--- config.mk ---
export PLATFORM = sky130hd
export DESIGN_NAME = digit_code_tx_flat
export DESIGN_NICKNAME = d
export VERILOG_FILES = /design/src/rtl/digit_code_tx_pkg.sv /design/src/rtl/digit_code_tx_if.sv /design/src/rtl/digit_code_tx_bit_timer.sv /design/src/rtl/digit_code_tx.sv /design/src/flat_wrapper.sv
export SDC_FILE = /design/constraint.sdc
export NUM_CORES = 1
export LEC_CHECK = 0
export CAP_MARGIN = 5
export CORE_MARGIN = 5
export CORE_UTILIZATION = 65
export DETAILED_ROUTE_END_ITERATION = 10
export DONT_BUFFER_PORTS = 1
export GPL_ROUTABILITY_DRIVEN = 0
export PLACE_DENSITY = 0.82
export SYNTH_ARGS = -nofsm -noshare
export SYNTH_HDL_FRONTEND = slang
export SYNTH_HIERARCHICAL = 1
export SYNTH_SLANG_ARGS = --single-unit
--- constraint.sdc ---
create_clock -name clk -period 3.24 [get_ports clk]
set_clock_uncertainty 0.1 [all_clocks]
set_input_delay 0.648 -clock clk [delete_from_list [all_inputs] [get_ports clk]]
set_output_delay 0.648 -clock clk [all_outputs]
set_load 0.05 [all_outputs]
--- src/rtl/digit_code_tx_pkg.sv ---
// rtl/digit_code_tx_pkg.sv - shared types, constants and codeword encoder for the digit-code transmitter
package digit_code_pkg;

    typedef enum logic [1:0] {
        IDLE  = 2'd0,
        START = 2'd1,
        DATA  = 2'd2,
        STOP  = 2'd3
    } state_e;

    localparam int FRAME_BITS = 7;
    localparam int DATA_BITS  = 5;
    localparam int MAX_DIGIT  = 9;

    // Codeword order is {c1, c2, c3, c4, c6}; c6 makes the five bits even parity
    function automatic logic [DATA_BITS-1:0] encode(input logic [3:0] digit);
        return {digit, ^digit};
    endfunction

endpackage

--- src/rtl/digit_code_tx_if.sv ---
// rtl/digit_code_tx_if.sv - digit valid/ready handshake bundle
interface digit_code_tx_if;
    logic [3:0] digit;
    logic       valid;
    logic       ready;

    modport master (output digit, output valid, input  ready);
    modport slave  (input  digit, input  valid, output ready);
endinterface

--- src/rtl/digit_code_tx_bit_timer.sv ---
// rtl/digit_code_tx_bit_timer.sv - bit-period counter with end-of-period tick
module bit_timer #(
    parameter int CLKS_PER_BIT = 4
) (
    input  logic clk,
    input  logic rst_n,
    input  logic clear,
    output logic tick
);
    localparam int CW = (CLKS_PER_BIT > 1) ? $clog2(CLKS_PER_BIT) : 1;

    logic [CW-1:0] cnt_q;

    assign tick = (cnt_q == CW'(CLKS_PER_BIT - 1));

    // Count 0..CLKS_PER_BIT-1 and wrap; held at 0 while cleared
    always_ff @(posedge clk or negedge rst_n) begin
        if (!rst_n) begin
            cnt_q <= '0;
        end else if (clear || tick) begin
            cnt_q <= '0;
        end else begin
            cnt_q <= cnt_q + 1'b1;
        end
    end
endmodule

--- src/rtl/digit_code_tx.sv ---
// rtl/digit_code_tx.sv - digit to parity codeword, parallel hold and framed serial transmit
module digit_code_tx
    import digit_code_pkg::*;
#(
    parameter int CLKS_PER_BIT = 4
) (
    input  logic            clk,
    input  logic            rst_n,
    digit_code_tx_if.slave  bus,
    output logic            err,
    output logic            busy,
    output logic            tx,
    output logic            c1,
    output logic            c2,
    output logic            c3,
    output logic            c4,
    output logic            c6
);
    state_e                 state_q, state_d;
    logic [2:0]             idx_q, idx_d;
    logic [DATA_BITS-1:0]   code_q, code_d;
    logic                   tx_q, tx_d;
    logic                   err_q, err_d;
    logic                   tick;
    logic                   ready;
    logic                   accept;
    logic                   legal;

    bit_timer #(.CLKS_PER_BIT(CLKS_PER_BIT)) u_bit_timer (
        .clk   (clk),
        .rst_n (rst_n),
        .clear (state_q == IDLE),
        .tick  (tick)
    );

    // The last cycle of the stop bit also accepts, so a held valid starts
    // the next frame exactly one frame length after the previous accept
    assign ready  = (state_q == IDLE) || ((state_q == STOP) && tick);
    assign accept = bus.valid && ready;
    assign legal  = (bus.digit <= 4'(MAX_DIGIT));

    assign bus.ready = ready;
    assign busy      = (state_q != IDLE);
    assign tx        = tx_q;
    assign err       = err_q;
    assign {c1, c2, c3, c4, c6} = code_q;

    // Next-state: framing sequence and codeword capture
    always_comb begin
        state_d = state_q;
        idx_d   = idx_q;
        code_d  = code_q;
        tx_d    = tx_q;
        err_d   = accept && !legal;
        unique case (state_q)
            IDLE: begin
                if (accept && legal) begin
                    state_d = START;
                    code_d  = encode(bus.digit);
                    tx_d    = 1'b0;
                end
            end
            START: begin
                if (tick) begin
                    state_d = DATA;
                    idx_d   = 3'd0;
                    tx_d    = code_q[DATA_BITS-1];
                end
            end
            DATA: begin
                if (tick) begin
                    if (idx_q == 3'(DATA_BITS - 1)) begin
                        state_d = STOP;
                        tx_d    = 1'b1;
                    end else begin
                        idx_d = idx_q + 3'd1;
                        tx_d  = code_q[3'd3 - idx_q];
                    end
                end
            end
            STOP: begin
                if (tick) begin
                    if (accept && legal) begin
                        state_d = START;
                        code_d  = encode(bus.digit);
                        tx_d    = 1'b0;
                    end else begin
                        state_d = IDLE;
                    end
                end
            end
            default: state_d = IDLE;
        endcase
    end

    // State registers; reset abandons any partial frame
    always_ff @(posedge clk or negedge rst_n) begin
        if (!rst_n) begin
            state_q <= IDLE;
            idx_q   <= 3'd0;
            code_q  <= '0;
            tx_q    <= 1'b1;
            err_q   <= 1'b0;
        end else begin
            state_q <= state_d;
            idx_q   <= idx_d;
            code_q  <= code_d;
            tx_q    <= tx_d;
            err_q   <= err_d;
        end
    end
endmodule

--- src/flat_wrapper.sv ---
// flat-port wrapper written by rule: the top's interface ports become plain ports
module digit_code_tx_flat import digit_code_pkg::*;
#(
    parameter int CLKS_PER_BIT = 4
)
  (clk, rst_n, err, busy, tx, c1, c2, c3, c4, c6, bus_digit, bus_valid, bus_ready);
  digit_code_tx_if bus_i ();
  input  logic clk;
  input  logic rst_n;
  output logic err;
  output logic busy;
  output logic tx;
  output logic c1;
  output logic c2;
  output logic c3;
  output logic c4;
  output logic c6;
  input wire logic [$bits(bus_i.digit)-1:0] bus_digit;
  input wire logic [$bits(bus_i.valid)-1:0] bus_valid;
  output wire logic [$bits(bus_i.ready)-1:0] bus_ready;
  assign bus_i.digit = bus_digit;
  assign bus_i.valid = bus_valid;
  assign bus_ready = bus_i.ready;
  digit_code_tx #(.CLKS_PER_BIT(CLKS_PER_BIT)) u_core (.clk(clk), .rst_n(rst_n), .bus(bus_i), .err(err), .busy(busy), .tx(tx), .c1(c1), .c2(c2), .c3(c3), .c4(c4), .c6(c6));
endmodule
# After elaboration in Yosys (flattened, before gate mapping)
# Cells that the tools add are included.
[word_totals]
register_bits = 14
in_bits = 7
out_inout_bits = 9
elab_cells = 61
[classes]
n_addsub = 3
magnitude_cmp = 2
n_eq_ne = 11
n_mux = 23
reduce_logical = 16
[op_table]
columns = ["op", "count"]
rows = [
  ["2-bit two-way mux", 6],
  ["5-bit two-way mux", 2],
  ["2-bit by 1-bit inequality test with 1-bit output (second input constant)", 5],
  ["5-bit case mux with 2 select lines", 1],
  ["3-bit two-way mux", 3],
  ["2-bit case mux with 4 select lines", 1],
  ["1-bit two-way mux", 7],
  ["2-bit equality test (second input constant)", 3],
  ["3-bit case mux with 2 select lines", 1],
  ["2-bit nonzero test", 3],
  ["5-bit AND reduction", 1],
  ["4-bit less-or-equal comparator (second input constant)", 1],
  ["1-bit logical AND", 4],
  ["3-bit by 4-bit less-than comparator with 1-bit output (second input constant)", 1],
  ["1-bit case mux with 4 select lines", 1],
  ["4-bit AND reduction", 1],
  ["4-bit parity", 1],
  ["3-bit by 1-bit adder with 3-bit output (second input constant)", 1],
  ["1-bit binary-select mux with 3-bit select", 1],
  ["3-bit equality test (second input constant)", 1],
  ["3-bit AND reduction", 1],
  ["2-bit by 3-bit subtractor with 3-bit output (first input constant)", 1],
  ["2-bit by 1-bit adder with 2-bit output (second input constant)", 1],
  ["2-bit by 1-bit equality test with 1-bit output (second input constant)", 1],
  ["5 further kinds", 6],
]

# Depth between registers and ports, before layout
# Gate-level depths: netlist (run 1).
[depth]
word_depth = 8
ltp_mapped = 7
depth_no_buf = 6

# Modules after synthesis
# The synthesis (run 1) kept the hierarchy.
[by_module_without_submodules]
columns = ["module", "instances", "cells_each", "area_per_inst_um2"]
rows = [
  ["digit_code_tx", 1, 85, 860.8],
  ["bit_timer", 1, 5, 85.1],
]

# Worst setup path before layout (run 1)
# Ideal clock, no wire load.
[synth_path]
path_type = "reg-to-output"
start = "register u_core.state_q[0]"
end = "output bus_ready"
arrival_time_ps = 1528
path_slack_ps = 964
stages_incl_launch_ff = 5
n_path_buf = 0
path_cell_list = "dfrtp_1 > inv_1 > ha_1 > inv_1 > nand2_1"
[synth_via]
elab_chain_cells = 3
word_cells_on_any_way = 4
cone_classes = "1 x eq/ne; 3 x reduce/logical"
[synth_rtl]
columns = ["element", "line_no", "text"]
rows = [
  ["start: declaration", "digit_code_tx.sv:19", "state_e state_q, state_d;"],
  ["start signal: assignment", "digit_code_tx.sv:105", "state_q <= state_d;"],
  ["2-bit equality test", "digit_code_tx.sv:38", "assign ready = (state_q == IDLE) || ((state_q == STOP) && tick);"],
  ["1-bit logical AND", "digit_code_tx.sv:38", ""],
  ["1-bit logical OR *", "digit_code_tx.sv:38", ""],
  ["end: declaration", "flat_wrapper.sv:20", "output wire logic [$bits(bus_i.ready)-1:0] bus_ready;"],
]
# Every way passes the cells marked *; elsewhere a longest branch is shown, timed or not.

# Final worst setup path (run 1)
# Ends and elaborated chain as after synthesis.

==> flow_summary.ini, run 1 <==
[die]
initial_core_util = 0.709
core_area_um2 = 1330
die_w_um = 48.1
die_y_um = 48.1
die_area_um2 = 2320
boundaryPins = 16
rows = 13

[drt]
wl_met1_um = 777
highest_layer = met4
vias = 662
dr.pass1.iters = 4
drt_iter0_markers = 12
route.met3.wl_um = 121
post-route-drc-count = 0
wl_met2_um = 849
drt_wl_total_mm = 1.79
final_antenna_net_count = 0
vias_per_cell = 6.13
routedWlPerCell_um = 16.6

[timing]
rsz0062_at_grt = false
holdWs_ns = 0.0881
maxSlewHeadroom = 0.615
tns_ns = 0
finalCriticalPeriod_ns = 2.74
timing.fmax_mhz = 365
max_slew.worst_pin.slew_ns = 0.576
hold_violations = 0
min_period_over_period = 0.845
slew_violations = 0
setup_viol = 0

[power_and_ir_drop]
powerDensity_nw_per_um2 = 1070
p_leak_nw = 0.461
vdd_ir_drop_max_v = 0.000713
power_mw = 1.07

[cells_and_area]
drive_above_1_share = 0.237
antennaDiodeCount = 0
syn_to_final_growth_pct = 5.82
final_area_um2 = 1000
fillers = 86
nets = 113
layout.cells.non_filler = 108

[setup_path]
critPathKind = flip-flop to primary output
slowest_stage = nand2_1
rrSetupSlack_ns = 0.98
cp_cell_sequence = inv_1 -> ha_1 -> inv_1 -> nand2_1
path_max_fanout = 5
cp.arrival_ns = 1.99
crit_required_ns = 2.49
cp-start-kind = flip-flop
crit_path_end_kind = primary output
crit_top_cell = inv_1
slowest_delay_ns = 0.46

[global_routing]
grt_pass1_wl_mm = 3.14
grt-ovfl-total = 0
grt_pass1_vias = 685
grtUsageTotal = 0.200
antenna_found_initial = 0
grt_max_degree = 14

[synth]
synthArstFlopShare = 1.00
netlist_instances = 90
ys_seq_elements = 14
synth_area_leader_cell = dfrtp_1
avgSynthCellArea_um2 = 10.5
synth_edf_count = 0
synth_top_area_share = 0.344
yosysUniqueCellTypes = 33
synthTopCellsByArea = dfrtp_1, ha_1, mux2_2
synthMostInstantiatedCell = dfrtp_1
syn_nets = 109
synthTopCellsByCount = dfrtp_1, ha_1, inv_1
synthFlopType = dfrtp_1
yosys_warnings = 6
seq_area_frac_synth = 0.372
syn_area_um2 = 946

[worst_hold_path]
hp-class = input pin to async pin

[clock_tree]
cts_sinks = 14
htree_levels = 1
postCtsSetupBuffers = 0
tritoncts = yes
path_clk_slew_ns = 0.09
numCtsBuffers = 3
clkLatencyLatePin_ns = 0.29
clockRootBuffer = clkbuf_4
clockBufferDepth = 2

[placed_design]
place_hpwl_mm = 1.41
placement.io_buffers = 0
placedCellCount = 103
dpl_cell_area_um2 = 955

[flow_run]
cap_viol_max_count = 0

[outcome]
status = finished clean
-- layer usage --
| layer | GRT usage | up-vias |
|---|---|---|
| met5 | 0 | - |
| met4 | 0.0806 | 0 |
| met3 | 0.0701 | 4 |
| met2 | 0.323 | 15 |
| met1 | 0.244 | 314 |
| li1 | - | 329 |
-- sequential cells by signal (all words and copies together), names as in the netlist --
| name | flops |
|---|---|
| u_core/code_q | 5 |
| u_core/err | 1 |
| u_core/u_bit_timer/cnt_q | 2 |
| u_core/state_q | 2 |
| u_core/idx_q | 3 |
| u_core/tx | 1 |
-- cells in the final DEF, fill, tap and decap left out --
cell and count:
and2_4 1, nand2_2 1, nand4_1 1, mux4_2 1
ha_1 12, a41oi_2 1, dlygate4sd3_1 1, o41a_1 1
nor3_2 2, nand3_1 4, and4_1 1, inv_1 10
nor2_1 2, a21oi_1 3, a211oi_2 1, xnor2_1 1
o21ai_0 5, nor2b_1 2, nand2_1 4, a22o_1 2
a21oi_2 1, dfstp_2 1, dfrtp_1 13, mux2_2 6
or2_2 1, nor3b_2 1, or3_1 1, a41o_2 1
o211ai_1 1, nand2b_1 3, clkbuf_8 1, a31oi_1 2
clkbuf_4 3, nor3_1 1, and3_1 1
-- layout make-up --
cell class	count	area, µm²	area share
sequential	14	352	0.351
multi-input combinational	64	547	0.546
tap	15	18.8	0.0188
timing repair buffer	1	10.0	0.0100
inverter	10	37.5	0.0375
clock buffer	4	36.3	0.0363
-- worst paths after layout --
check	start	to	cells after the start
max in group asynchronous	rst_n	u_core/idx_q[2]	1
worst min-delay path	rst_n	u_core/tx	0
worst min register to register	u_core/u_bit_timer/cnt_q[0]	u_core/u_bit_timer/cnt_q[0]	1
min in group clk	u_core/u_bit_timer/cnt_q[0]	u_core/u_bit_timer/cnt_q[0]	1
worst max-delay path	u_core/state_q[0]	bus_ready	4
worst max register to register	u_core/state_q[0]	u_core/err	5
-- what timing repair did --
item / CTS / global route
hold buffers: 1 / 0
gates resized for setup: 0 / 0
endpoints found under the hold margin: 13 / 0
-- power by group --
part | internal [mW] | switching [mW]
Combinational | 0.204 | 0.275
Clock | 0.0686 | 0.0613
Sequential | 0.253 | 0.212
-- critical path: cells and delay by family, from the launching register on --
| kind | cells | cell delay, ns |
|---|---|---|
| adder cells (fa/ha/maj) | 1 | 0.28 |
| buffers and inverters | 2 | 0.52 |
| flip-flops | 1 | 0.43 |
| AND/OR/NAND/NOR | 1 | 0.46 |
-- cell families (layout without fill, tap and decap cells) --
kind of cell,count (synthesis),count (layout),share of synthesized area
buffers and inverters,12,15,0.0503
AO/OA/AOI/OAI,18,18,0.146
AND/OR/NAND/NOR,26,26,0.169
flip-flops,14,14,0.372
XOR/XNOR,1,1,0.00926
multiplexers,7,7,0.0952
adder cells (fa/ha/maj),12,12,0.159
-- per-stage QoR --
step	worst slack, ns	util
floorplan	0.964	-
global placement	0.900	0.716
detailed placement	0.829	0.716
CTS	0.506	0.750
global route	0.455	0.750
finish	0.503	0.750
No activity file was read; power rests on OpenSTA's default activity.
==> run 2: changes to the inputs <==
--- a/config.mk
+++ b/config.mk
@@ -7,11 +7,11 @@
 export LEC_CHECK = 0
 export CAP_MARGIN = 5
 export CORE_MARGIN = 5
-export CORE_UTILIZATION = 65
+export CORE_UTILIZATION = 60
 export DETAILED_ROUTE_END_ITERATION = 10
 export DONT_BUFFER_PORTS = 1
 export GPL_ROUTABILITY_DRIVEN = 0
-export PLACE_DENSITY = 0.82
+export PLACE_DENSITY = 0.77
 export SYNTH_ARGS = -nofsm -noshare
 export SYNTH_HDL_FRONTEND = slang
 export SYNTH_HIERARCHICAL = 1
==> constraint.sdc (replaced) <==
create_clock -name clk -period 2.7 [get_ports clk]
set_clock_uncertainty 0.1 [all_clocks]
set_input_delay 0.54 -clock clk [delete_from_list [all_inputs] [get_ports clk]]
set_output_delay 0.54 -clock clk [all_outputs]
set_load 0.05 [all_outputs]
==> run 2 against run 1 <==
Combinational power up 21%; clock power up 18%; cell count up 1.9%; via count up 2.0%; register-to-register slack worse by 0.20 ns; utilization decreased by 8.0 points; count of clock-buffer cells in the layout unchanged; die area grew 6.6%; critical path depth fell by 1; largest cell class unchanged.
==> flow_summary.ini, run 2 (synthesis gave the netlist of run 1 again) <==
[cells_and_area]
nets = 114
top_regs = u_core/code_q: 5 flops, u_core/idx_q: 3 flops
final_common_cell = dfrtp_1
antennaDiodeCount = 0
final_cell_mix = dfrtp_1, ha_1, inv_1, mux2_2, o21ai_0
drive_above_1_share = 0.245
syn_to_final_growth_pct = 6.75
regMostFlops = u_core/code_q
largest_reg_flops = 5

[outcome]
status = finished clean

[timing]
timing.final.ws_setup_ns = 0.378
slew_violations = 0
maxSlewHeadroom = 0.551
hold_violations = 0
timing.fmax_mhz = 431
rsz0062_at_grt = false
finalCriticalPeriod_ns = 2.32
tns_ns = 0
setup_viol = 0
min_period_over_period = 0.860
max_slew.worst_pin.slew_ns = 0.672

[drt]
route.met3.wl_um = 102
final_antenna_net_count = 0
wl_met1_um = 799
routedWlPerCell_um = 16.8
vias = 675
highest_layer = met4
drt_iter0_markers = 10
vias_per_cell = 6.14
drt_wl_total_mm = 1.85
wl_met2_um = 922
dr.pass1.iters = 4
post-route-drc-count = 0

[die]
die_area_um2 = 2470
boundaryPins = 16
die_w_um = 49.7
die_y_um = 49.7
core_area_um2 = 1510
rows = 14
initial_core_util = 0.628

[global_routing]
grt_pass1_wl_mm = 3.24
grt_pass1_vias = 704
grt-ovfl-total = 0
grtUsageTotal = 0.171
antenna_found_initial = 0
grt_max_degree = 15

[power_and_ir_drop]
power_mw = 1.29
switching_share = 0.506
p_seq_frac = 0.433
p_sw_mw = 0.651
powerDensity_nw_per_um2 = 1280
vdd_ir_drop_max_v = 0.000748
clockPowerShare = 0.119
internal-power_mw = 0.637
p_comb_frac = 0.448
p_leak_nw = 0.466

[clock_tree]
clockBufferDepth = 2
tritoncts = yes
clockRootBuffer = clkbuf_4
clkLatencyLatePin_ns = 0.28
cts-resized-gates = 0
htree_levels = 1
numCtsBuffers = 3
path_clk_slew_ns = 0.09
cts_sinks = 14

[placed_design]
place_hpwl_mm = 1.43
pre_cts_slack_ns = 0.710
placement.io_buffers = 0

[setup_path]
crit_path_end_kind = primary output
cp_cell_sequence = ha_1 -> nand2_1 -> nand2_1
cp_top_family = simple AND/OR/NAND/NOR gates
slowest_delay_ns = 0.42
crit_top_cell = nand2_1
path_max_fanout = 12
crit_required_ns = 2.06
cp_num_buf_inv = 0
cp-start-kind = flip-flop
cp.arrival_ns = 1.68
critPathKind = flip-flop to primary output
slowest_stage = nand2_1

[worst_hold_path]
hp-class = input pin to flip-flop

[flow_run]
cap_viol_max_count = 0
==> run 2: cell types whose count changed in the layout (fill, tap and decap cells not counted) <==
| cell | before | now |
|---|---|---|
| buf_4 | 0 | 1 |
==> run 2: layer usage <==
metal,track usage,up-vias
li1,-,329
met4,0.0786,0
met1,0.202,329
met3,0.0512,2
met2,0.282,15
met5,0,-
==> run 2: layout make-up <==
class | instances | area (µm²)
Tap cell | 16 | 20.0
Fill cell | 131 | 497
Multi-Input combinational cell | 64 | 547
Inverter | 10 | 37.5
Timing Repair Buffer | 2 | 17.5
Sequential cell | 14 | 352
Clock buffer | 4 | 36.3
==> run 2: timing repair <==
item                      CTS  global route
hold buffers                1             0
buffers inserted            0             0
hold endpoints to repair   14             0
==> run 2: worst paths after layout <==
path                                             start                           to  slack [ns]  cells after the start
max                        u_core/u_bit_timer/cnt_q[0]                    bus_ready        0.38                      3
min                                       bus_digit[3]             u_core/code_q[4]        0.30                      1
max reg2reg                          u_core/state_q[0]            u_core/state_q[1]        0.78                      6
min reg2reg                u_core/u_bit_timer/cnt_q[0]  u_core/u_bit_timer/cnt_q[0]        0.36                      1
max in group asynchronous                        rst_n             u_core/code_q[3]        1.44                      1
min in group asynchronous                        rst_n            u_core/state_q[1]        0.63                      1
==> run 2: per-stage QoR <==
step	hold WS (ns)	utilization	instance area, µm²	cells
after floorplan	0.144	-	946	90
after global placement	0.145	0.640	963	105
after detailed placement	0.145	0.640	963	105
after CTS	0.297	0.670	1010	110
after global routing	0.292	0.670	1010	110
final	0.303	0.670	1010	110
==> run 2: power groups by stage <==
stage	Clock (mW)	Combinational (mW)	Sequential, mW
3_5_place_dp	0	0.571	0.564
4_1_cts	0.156	0.582	0.559
2_1_floorplan	0	0.482	0.535
5_1_grt	0.170	0.639	0.574
6_report	0.153	0.577	0.558
3_3_place_gp	0	0.557	0.558
==> run 2: worst register-to-register path, cell delays in order, from the launching register on <==
cell,delay (ns)
dfrtp_1,0.42
inv_1,0.12
ha_1,0.33
nor3_1,0.18
nor2_1,0.09
nor3_2,0.22
mux2_2,0.37
